File: config.mk
export PLATFORM = sky130hd
export DESIGN_NAME = jk_op_driver
export DESIGN_NICKNAME = d
export VERILOG_FILES = /design/src/rtl/jk_op_driver.sv
export SDC_FILE = /design/constraint.sdc
export NUM_CORES = 1
export LEC_CHECK = 0
export CORE_ASPECT_RATIO = 0.75
export CORE_MARGIN = 2
export CORE_UTILIZATION = 48
export CTS_CLUSTER_DIAMETER = 150
export CTS_CLUSTER_SIZE = 25
export DETAILED_ROUTE_END_ITERATION = 7
export PLACE_DENSITY = 0.81
export SETUP_SLACK_MARGIN = 0.4
export SYNTH_ARGS = -nofsm -noshare
export SYNTH_HDL_FRONTEND = slang
export SYNTH_SLANG_ARGS = --single-unit
export TNS_END_PERCENT = 1
File: constraint.sdc
create_clock -name c -period 2.5 [get_ports c]
set_clock_uncertainty 0.15 [all_clocks]
set_input_delay 0.5 -clock c [delete_from_list [all_inputs] [get_ports c]]
set_output_delay 0.5 -clock c [all_outputs]
set_load 0.1 [all_outputs]
File: src/rtl/jk_op_driver.sv
// jk_op_driver
//   Command stage for a JK flip-flop cell under lab self-test. Accepts
//   abstract ops (hold/reset/set/toggle) over a valid/ready handshake. Each
//   accepted op drives j/k into the flop for exactly one clock edge. The
//   stage then samples q/q1 and reports done with a pass/fail flag against
//   the expected next state. Saturating op and error counters are kept.
//
// Handshake: an op transfers on a posedge of c where op_valid && op_ready.
//   op_ready is high only in IDLE. op_valid in any other state is ignored,
//   and op may change freely while op_ready is low.
//
// Ports
//   c          clock, all state updates on posedge
//   rst_n      synchronous active-low reset
//   op_valid   op request valid
//   op[1:0]    {j,k}: 00 hold, 01 reset, 10 set, 11 toggle
//   op_ready   high in IDLE only
//   j, k       registered drive to the flop, high only in DRIVE
//   q, q1      flop outputs (q1 must equal ~q)
//   done       one-cycle completion pulse
//   err        mismatch flag for the completed op, held until next done
//   q_exp      expected q for the completed op, held until next done
//   op_cnt     completed ops, saturating
//   err_cnt    ops completed with err=1, saturating
//   fsm_state  current FSM state (0 IDLE, 1 DRIVE, 2 CHECK) for observation
module jk_op_driver #(
  parameter int CNT_W    = 8,
  parameter bit CHECK_EN = 1'b1
) (
  input  logic             c,
  input  logic             rst_n,
  input  logic             op_valid,
  input  logic [1:0]       op,
  output logic             op_ready,
  output logic             j,
  output logic             k,
  input  logic             q,
  input  logic             q1,
  output logic             done,
  output logic             err,
  output logic             q_exp,
  output logic [CNT_W-1:0] op_cnt,
  output logic [CNT_W-1:0] err_cnt,
  output logic [1:0]       fsm_state
);

  typedef enum logic [1:0] {
    IDLE  = 2'd0,
    DRIVE = 2'd1,
    CHECK = 2'd2
  } state_t;

  localparam logic [CNT_W-1:0] CNT_MAX = '1;

  state_t     state;
  logic [1:0] op_r;
  logic       q_prev;
  logic       known;

  logic       set_reset;
  logic       checked;
  logic       exp_next;
  logic       q_exp_next;
  logic       err_next;

  assign op_ready  = (state == IDLE);
  assign fsm_state = state;

  // The flop has no reset, so its state means nothing until a set or reset
  // has completed. Before that, hold/toggle results are reported unchecked:
  // q_exp simply mirrors q. The q1 == ~q consistency check always applies.
  always_comb begin
    set_reset = (op_r == 2'b01) || (op_r == 2'b10);
    checked   = known || set_reset;
    case (op_r)
      2'b00:   exp_next = q_prev;
      2'b01:   exp_next = 1'b0;
      2'b10:   exp_next = 1'b1;
      default: exp_next = ~q_prev;
    endcase
    q_exp_next = checked ? exp_next : q;
    err_next   = CHECK_EN && ((checked && (q != exp_next)) || (q1 != ~q));
  end

  always_ff @(posedge c) begin
    if (!rst_n) begin
      state   <= IDLE;
      op_r    <= 2'b00;
      q_prev  <= 1'b0;
      known   <= 1'b0;
      j       <= 1'b0;
      k       <= 1'b0;
      done    <= 1'b0;
      err     <= 1'b0;
      q_exp   <= 1'b0;
      op_cnt  <= '0;
      err_cnt <= '0;
    end else begin
      done <= 1'b0;
      case (state)
        IDLE: begin
          j <= 1'b0;
          k <= 1'b0;
          if (op_valid) begin
            op_r   <= op;
            j      <= op[1];
            k      <= op[0];
            q_prev <= q;
            state  <= DRIVE;
          end
        end
        DRIVE: begin
          // The flop captures j/k on this edge; release them immediately.
          j     <= 1'b0;
          k     <= 1'b0;
          state <= CHECK;
        end
        CHECK: begin
          done  <= 1'b1;
          err   <= err_next;
          q_exp <= q_exp_next;
          if (set_reset) known <= 1'b1;
          if (op_cnt != CNT_MAX) op_cnt <= op_cnt + 1'b1;
          if (err_next && (err_cnt != CNT_MAX)) err_cnt <= err_cnt + 1'b1;
          state <= IDLE;
        end
        default: begin
          j     <= 1'b0;
          k     <= 1'b0;
          state <= IDLE;
        end
      endcase
    end
  end

endmodule

# After elaboration in Yosys (flattened, before gate mapping)
# Cells that the tools add are included.
[word_totals]
register_bits = 27
input_bits = 7
wordCells = 44
[op_classes]
addsub = 2
eq_ne = 9
mux = 9
bitwise = 2
n_reduce_logical = 11
[op_table]
columns = ["op", "count"]
rows = [
  ["$add 8x1->8 const B", 2],
  ["$ne 8x8->1 const B", 2],
  ["$reduce_and 2->1", 4],
  ["$eq 2x1->1 const B", 2],
  ["$eq 2x2->1 const B", 2],
  ["$logic_not 2->1", 2],
  ["$mux 1", 4],
  ["$pmux 1 s2", 2],
  ["$pmux 2 s2", 1],
  ["$logic_or 1x1->1", 3],
  ["$pmux 1 s3", 1],
  ["$logic_and 1x1->1", 2],
  ["$mux 2", 1],
  ["$ne 1x1->1", 2],
  ["$ne 2x2->1 const B", 1],
  ["$not 1->1", 2],
]

# Logic depth before layout (Yosys ltp)
# Gate-level depths: netlist of run 1.
[depth]
ltp_word = 7
ltp_mapped = 7
ltp_nobuf = 6

# Worst setup path before layout of run 1
# OpenSTA, ideal clock, no wires.
[synth_timing]
path_type = "reg2reg"
startpoint = "reg state[1], in the netlist fsm_state[1]"
endpoint = "reg op_r[0]"
arrival_ns = 2.604
slack_ns = -0.371
stages_incl_launch_ff = 5
path_buffers = 0
synth_period_minus_slack_ns = 2.871
cell_sequence = "dfxtp_1 > nor2_1 > nand2_1 > nand2_1 > a21oi_1"
[synth_via]
elab_chain_cells = 2
[synth_lines]
columns = ["item", "line", "rtl"]
rows = [
  ["start: declaration", "55", "state_t state;"],
  ["start signal: assignment", "87", "state <= IDLE;"],
  ["start signal: assignment", "109", "state <= DRIVE;"],
  ["start signal: assignment", "116", "state <= CHECK;"],
  ["$logic_not 2->1", "n/a", ""],
  ["net op_ready", "34", "output logic op_ready,"],
  ["$reduce_and 2->1 (no line)", "n/a", ""],
  ["end signal: assignment", "105", "op_r <= op;"],
  ["end: declaration", "56", "logic [1:0] op_r;"],
]
# The timed path passes the listed nets, and every way through them passes these cells.
# A chain may end at the register's enable or synchronous reset.

# Worst setup path after layout of run 1
[layout_timing]
startpoint = "reg err_cnt[0]"
endpoint = "reg err_cnt[7]"
[layout_via]
elab_chain_cells = 3
elab_cells_between_ends = 4
classes_between = "add/sub: 1; eq/ne: 1; reduce/logical: 2"
[layout_lines]
columns = ["item", "line", "rtl"]
rows = [
  ["start: declaration", "43", "output logic [CNT_W-1:0] err_cnt,"],
  ["start signal: assignment", "124", "if (err_next && (err_cnt != CNT_MAX)) err_cnt <= err_cnt + 1'b1;"],
  ["branches (longest 3 deep; another with $add 8x1->8)", "n/a", ""],
]
# Several ways; the timed one is not identified.

==> results of run 1 <==
## stage by stage
stage / instances / total power (uW) / setup TNS [ps] / utilization / area, um^2
3_5_place_dp: 204 / 586.8 / -31.53 / 0.5977 / 1531
5_1_grt: 211 / 802.5 / 0 / 0.6309 / 1617
2_1_floorplan: 141 / 556.8 / 0 / - / 1276
6_report: 211 / 769.2 / 0 / 0.6309 / 1617
4_1_cts: 208 / 773.4 / 0 / 0.6123 / 1569
3_3_place_gp: 204 / 584.6 / 0 / 0.5977 / 1531
## sequential cells by signal, summed over array words and instances, names as in the netlist
register   cells
op_cnt         8
known          1
op_r           2
done           1
fsm_state      2
k              1
q_prev         1
err_cnt        8
j              1
q_exp          1
err            1
## worst min path at each step
stage	cells past startpoint	end	startpoint
final	2	j$_SDFFE_PN0N_	j$_SDFFE_PN0N_
after global routing	2	j$_SDFFE_PN0N_	j$_SDFFE_PN0N_
after CTS	2	j$_SDFFE_PN0N_	j$_SDFFE_PN0N_
after detailed placement	2	j$_SDFFE_PN0N_	j$_SDFFE_PN0N_
after global placement	2	j$_SDFFE_PN0N_	j$_SDFFE_PN0N_
after floorplan	2	op_r[0]$_SDFFE_PN0P_	op_r[0]$_SDFFE_PN0P_
## power by group through the flow
| stage | registers [uW] | logic, uW | clock network (uW) |
|---|---|---|---|
| detailed placement | 464 | 123 | 0 |
| floorplan | 505 | 51.7 | 0 |
| global route | 456 | 135 | 212 |
| CTS | 454 | 125 | 194 |
| finish | 454 | 128 | 187 |
| global placement | 463 | 122 | 0 |
## cells by family (layout without fill, tap and decap cells)
kind of cell / Yosys count / count (layout) / share of synthesized area
compound gates: 29 / 29 / 0.1593
flops: 27 / 27 / 0.4273
fa+ha+maj: 2 / 2 / 0.01978
xor+xnor: 8 / 8 / 0.05539
mux: 3 / 3 / 0.02374
simple gates: 62 / 62 / 0.2671
buf+inv: 10 / 44 / 0.04747
## timing repair
action                                  4_1_cts  5_1_grt
pin swaps                                     0        2
endpoints found under the setup margin        5        3
endpoints found under the hold margin         0        0
setup buffers                                 0        3
resized for setup                             1        7
## cell type report
class / instances / share of cell area
multi-input combinational: 104 / 0.4358
timing repair buffer: 34 / 0.1672
tap: 36 / 0.02786
clock buffer: 3 / 0.01393
inverter: 6 / 0.01393
clock inverter: 1 / 0.003096
sequential: 27 / 0.3382
## worst max-delay path, delay by kind of cell, from the launching register on
kind	cells	cell delay, ps
simple gates	4	1110
flops	1	400
fa+ha+maj	1	200
compound gates	1	150
## metal layers
layer	GRT usage	up-vias	share of wire
li1	-	566	-
met2	0.2961	17	0.49
met5	0	-	0
met4	0.05435	0	0.0082
met1	0.2244	531	0.47
met3	0.03721	2	0.033
## cell usage in the layout (no fill, tap or decap), types with 2 or more instances in the layout
cell type        Yosys  layout
inv_1                6       6
or4_4                0       2
nor3b_1              3       2
xnor2_1              5       5
o21ai_1              2       2
clkbuf_4             0       3
nor2_1              15      14
dfxtp_1             27      24
dfxtp_2              0       2
nand2b_1             3       3
buf_4                0      28
and2_1               2       2
a21oi_1             12      10
nand2_1             18      18
mux2i_1              3       3
a21oi_2              1       3
clkdlybuf4s50_1      0       6
nor3_1               3       3
nand3_1              5       5
o21ai_0              3       3
o31ai_1              3       3
xor2_1               3       3
==> results_dict.tcl, run 1 <==
set metrics [dict create \
    status "completed" \
    cp-end-kind "flip-flop" \
    post-route-drc-count 0 \
    r2r_start "err_cnt[0]$_SDFFE_PN0P_" \
    crit_start "err_cnt[0]$_SDFFE_PN0P_" \
    port_buffers 30 \
    layout-drive-gt1-share 0.2857 \
    layout_min_cycle_time_ps 2068 \
    cp-start-kind "flip-flop" \
    clockRootBuffer "clkbuf_4" \
    synth_area_leaders "dfxtp_1, nand2_1, a21oi_1, nor2_1, xnor2_1" \
    yosysWarnings 0 \
    detail_route.wl_per_cell_um 12.76 \
    clock_sinks 27 \
    die_y_um 48.46 \
    postCtsHoldBufs 0 \
    final_max_slew_viol_count 0 \
    antenna_cells 0 \
    cts_max_level 1 \
    worst_slack_ps 432.3 \
    fin_hold_ws_ps 317.9 \
    netlist_area_um2 1265 \
    power.internal_uw 537.5 \
    p_sw_uw 231.7 \
    syn-num-nets 150 \
    p_clk_frac 0.244 \
    antenna_found_initial 0 \
    cts_tree "yes" \
    rr_worst_depth 6 \
    finalCritPeriodShare 0.8271 \
    switching_share 0.3012 \
    vias_per_cell 5.289 \
    core_area_um2 2562 \
    worstPathCellList "ha_2, and3_1, and3_4, nand4b_4, or4_4, a21oi_2" \
    fp.dieArea_um2 3066 \
    yosysSeqAreaShare 0.4273 \
    post-place-ws_ps -19.88 \
    regArea_um2 546.8 \
    cp_data_required_time_ps 2610 \
    clk_pin_slew_ps 150 \
    clock.fmax_ghz 0.4836 \
    grt_pass1_vias 1023 \
    vdd_ir_drop_max_uv 358.3 \
    area_growth_pct 27.79 \
    finalSetupViolations 0 \
    async_flop_share 0 \
    ys_ff_latch 27 \
    crit_arrival_ps 2180 \
    hp-class "reg -> reg" \
    rows 16 \
    p_per_area_nw_per_um2 475.8 \
    maxCapViolCount 0 \
    worstSetupPathType "reg -> reg" \
    slowest_stage "or4_4" \
    fillers 237 \
    grt_start_max_net_pins 18 \
    cp-endpoint "err_cnt[7]$_SDFFE_PN0P_" \
    nets 185 \
    leakage_uw 0.0006566 \
    clk_latency_ps 330 \
    boundaryPins 31 \
    routed_wl_um 2692 \
    synthTopCellsByCount "dfxtp_1, nand2_1, nor2_1" \
    grt_pass1_wl_um 4367 \
    path_max_fanout 6 \
    cpPeakStageDelay_ps 510 \
    die_w_um 63.28 \
    rsz0062_at_grt "true" \
    p_comb_frac 0.166 \
    r2r_end "err_cnt[7]$_SDFFE_PN0P_" \
    p_seq_frac 0.590 \
    multi_input_area_um2 704.4 \
    hold_viol_final 0 \
    yosysUniqueCellTypes 39 \
    cts_made_buffers 3 \
    tightest_slew_ps 562.9 \
    relSlewSlack 0.6239 \
    synth_top_area_frac 0.4273 \
    r2r_slack_ps 430 \
    dp_hpwl_um 1903 \
    drtIter0Drc 74 \
    synth_ff_type "dfxtp_1" \
    overflow 0 \
    synth_most_common_cell "dfxtp_1" \
    grtUsageTotal 0.1746 \
    ant_nets 0 \
    num_vias 1116 \
    synth_edf_count 0 \
    dr.pass1.iters 6 \
    syn_inst 141 \
    yosys.area.top_type "dfxtp_1" \
    start_util 0.4937 \
    clockBufferDepth 2 \
    avgSynthCellArea_um2 8.971 \
    place_congestion 0.8441 \
]
Power figures use the tool's default switching activity.
==> inputs of run 2 (changes only) <==
clock period = 2.07 ns   (was 2.5 ns; I/O delays follow)
==> run 2 against run 1 <==
Net effect: total power grew 25%; first-iteration DRC count shrank 2.7%; critical path depth is the same; hold slack lost 1.1 ps; global-route usage grew 6.0 points; sequential share of layout area shrank 5.0 points; clock power grew 19%; core utilization grew 15 points; die area is the same; sequential cell count is the same; maximum frequency grew 8.3%; combinational power grew 52%; critical path type unchanged; critical endpoint is now err_cnt[5]$_SDFFE_PN0P_; largest cell class unchanged; largest power group unchanged.
==> results_dict.tcl, run 2 (synthesis gave the netlist of run 1 again) <==
set metrics [dict create \
    clk_latency_ps 330 \
    dp_hpwl_um 2317 \
    total_power_uw 964.4 \
    dr.pass1.iters 4 \
    rsz0062_at_grt "true" \
    vias_per_cell 5.780 \
    vdd_ir_drop_max_uv 518.9 \
    grtUsageTotal 0.2348 \
    routed_wl_um 3632 \
    post-route-drc-count 0 \
    layout-drive-gt1-share 0.4545 \
    num_vias 1289 \
    rr_worst_depth 6 \
    r2r_end "err_cnt[5]$_SDFFE_PN0P_" \
    die_w_um 63.28 \
    cts_tree "yes" \
    tightest_slew_ps 448.1 \
    start_util 0.4937 \
    post_dp_cell_area_um2 1818 \
    maxCapViolCount 0 \
    nets 197 \
    clock_sinks 27 \
    boundaryPins 31 \
    clockBufferDepth 2 \
    clk_pin_slew_ps 140 \
    overflow 0 \
    core_area_um2 2562 \
    finalCritPeriodShare 0.9222 \
    r2r_slack_ps 160 \
    grt_start_max_net_pins 16 \
    hold_viol_final 0 \
    crit_family "simple AND/OR/NAND/NOR gates" \
    worst-path-buf-inv 0 \
    cp-endpoint "err_cnt[5]$_SDFFE_PN0P_" \
    grt_pass1_wl_um 5699 \
    clockRootBuffer "clkbuf_4" \
    postCtsHoldBufs 0 \
    status "completed" \
    cts_max_level 1 \
    leakage_uw 0.0007779 \
    worstPathCellList "ha_4, and3_4, and3_4, nand4b_4, or4_1, a21oi_1" \
    cts_made_buffers 3 \
    antenna_found_initial 0 \
    p_per_area_nw_per_um2 479.1 \
    relSlewSlack 0.7009 \
    area_growth_pct 59.15 \
    detail_route.wl_per_cell_um 16.29 \
    cpPeakStageDelay_ps 430 \
    crit_start "err_cnt[1]$_SDFFE_PN0P_" \
    fp.dieArea_um2 3066 \
    port_buffers 30 \
    cp_data_required_time_ps 2190 \
    final_common_cell "buf_4" \
    rows 16 \
    ant_nets 0 \
    drtIter0Drc 72 \
    grt_pass1_vias 1227 \
    cp-start-kind "flip-flop" \
    finalSetupViolations 0 \
    clock.fmax_ghz 0.5238 \
    worst-path-stages 6 \
    reg_top3 "err_cnt x8, op_cnt x8" \
    r2r_start "err_cnt[1]$_SDFFE_PN0P_" \
    crit_arrival_ps 2030 \
    cp-end-kind "flip-flop" \
    final_cell_mix "buf_4, nand2_1, dfxtp_2, buf_12, nor2_1" \
    die_y_um 48.46 \
    path_max_fanout 6 \
    path_common_cell "and3_4" \
    slowest_stage "or4_1" \
    hp-class "reg -> reg" \
    worstSetupPathType "reg -> reg" \
    utilization 0.7856 \
    design_area_um2 2013 \
    place_congestion 0.8870 \
    layout_min_cycle_time_ps 1909 \
    final_max_slew_viol_count 0 \
    antenna_cells 0 \
]
## run 2: timing repair
item	CTS	global route
gates resized for setup	5	13
cloned	0	1
setup endpoints to repair	10	16
buffers inserted	9	1
pin swaps	1	2
## run 2: worst reg2reg max path: stages, from the launching register on
cell      delay [ps]
dfxtp_4          380
ha_4             160
and3_4           180
and3_4           200
nand4b_4         210
or4_1            430
a21oi_1          140
## run 2: layout make-up
cell class	count	area, um^2
clock inverter	1	5.005
timing repair buffer	45	568.0
fill	161	549.3
sequential	27	580.6
tap	36	45.04
multi-input combinational	105	769.5
clock buffer	3	22.52
inverter	6	22.52
## run 2: per-layer routing
metal,wire length (um),vias up,GRT usage
met5,0,-,0
met4,72,0,0.06522
met3,127,8,0.05814
met2,1900,39,0.3972
met1,1532,645,0.3003
li1,-,597,-
## run 2: metrics by stage
| stage | setup TNS, ps | instances | worst slack [ps] | hold slack, ps |
|---|---|---|---|---|
| floorplan | 0 | 141 | 138.9 | 351.4 |
| global route | 0 | 223 | 118.2 | 332.2 |
| CTS | 0 | 221 | 198.3 | 318.4 |
| finish | 0 | 223 | 161.0 | 316.7 |
| global placement | -1347 | 208 | -200.2 | 292.4 |
| detailed placement | -2782 | 208 | -382.4 | 299.7 |
## run 2: power by group
group / internal (uW) / switching [uW]
combinational: 71.7 / 123
clock: 72.6 / 150
sequential: 528 / 19.3
## run 2: how the worst min path moves through the flow
stage / startpoint / to / slack (ps) / cells past startpoint
floorplan: op_r[0]$_SDFFE_PN0P_ / op_r[0]$_SDFFE_PN0P_ / 350 / 2
global placement: j$_SDFFE_PN0N_ / j$_SDFFE_PN0N_ / 290 / 2
finish: j$_SDFFE_PN0N_ / j$_SDFFE_PN0N_ / 320 / 2
CTS: j$_SDFFE_PN0N_ / j$_SDFFE_PN0N_ / 320 / 2
global route: j$_SDFFE_PN0N_ / j$_SDFFE_PN0N_ / 330 / 2
detailed placement: j$_SDFFE_PN0N_ / j$_SDFFE_PN0N_ / 300 / 2
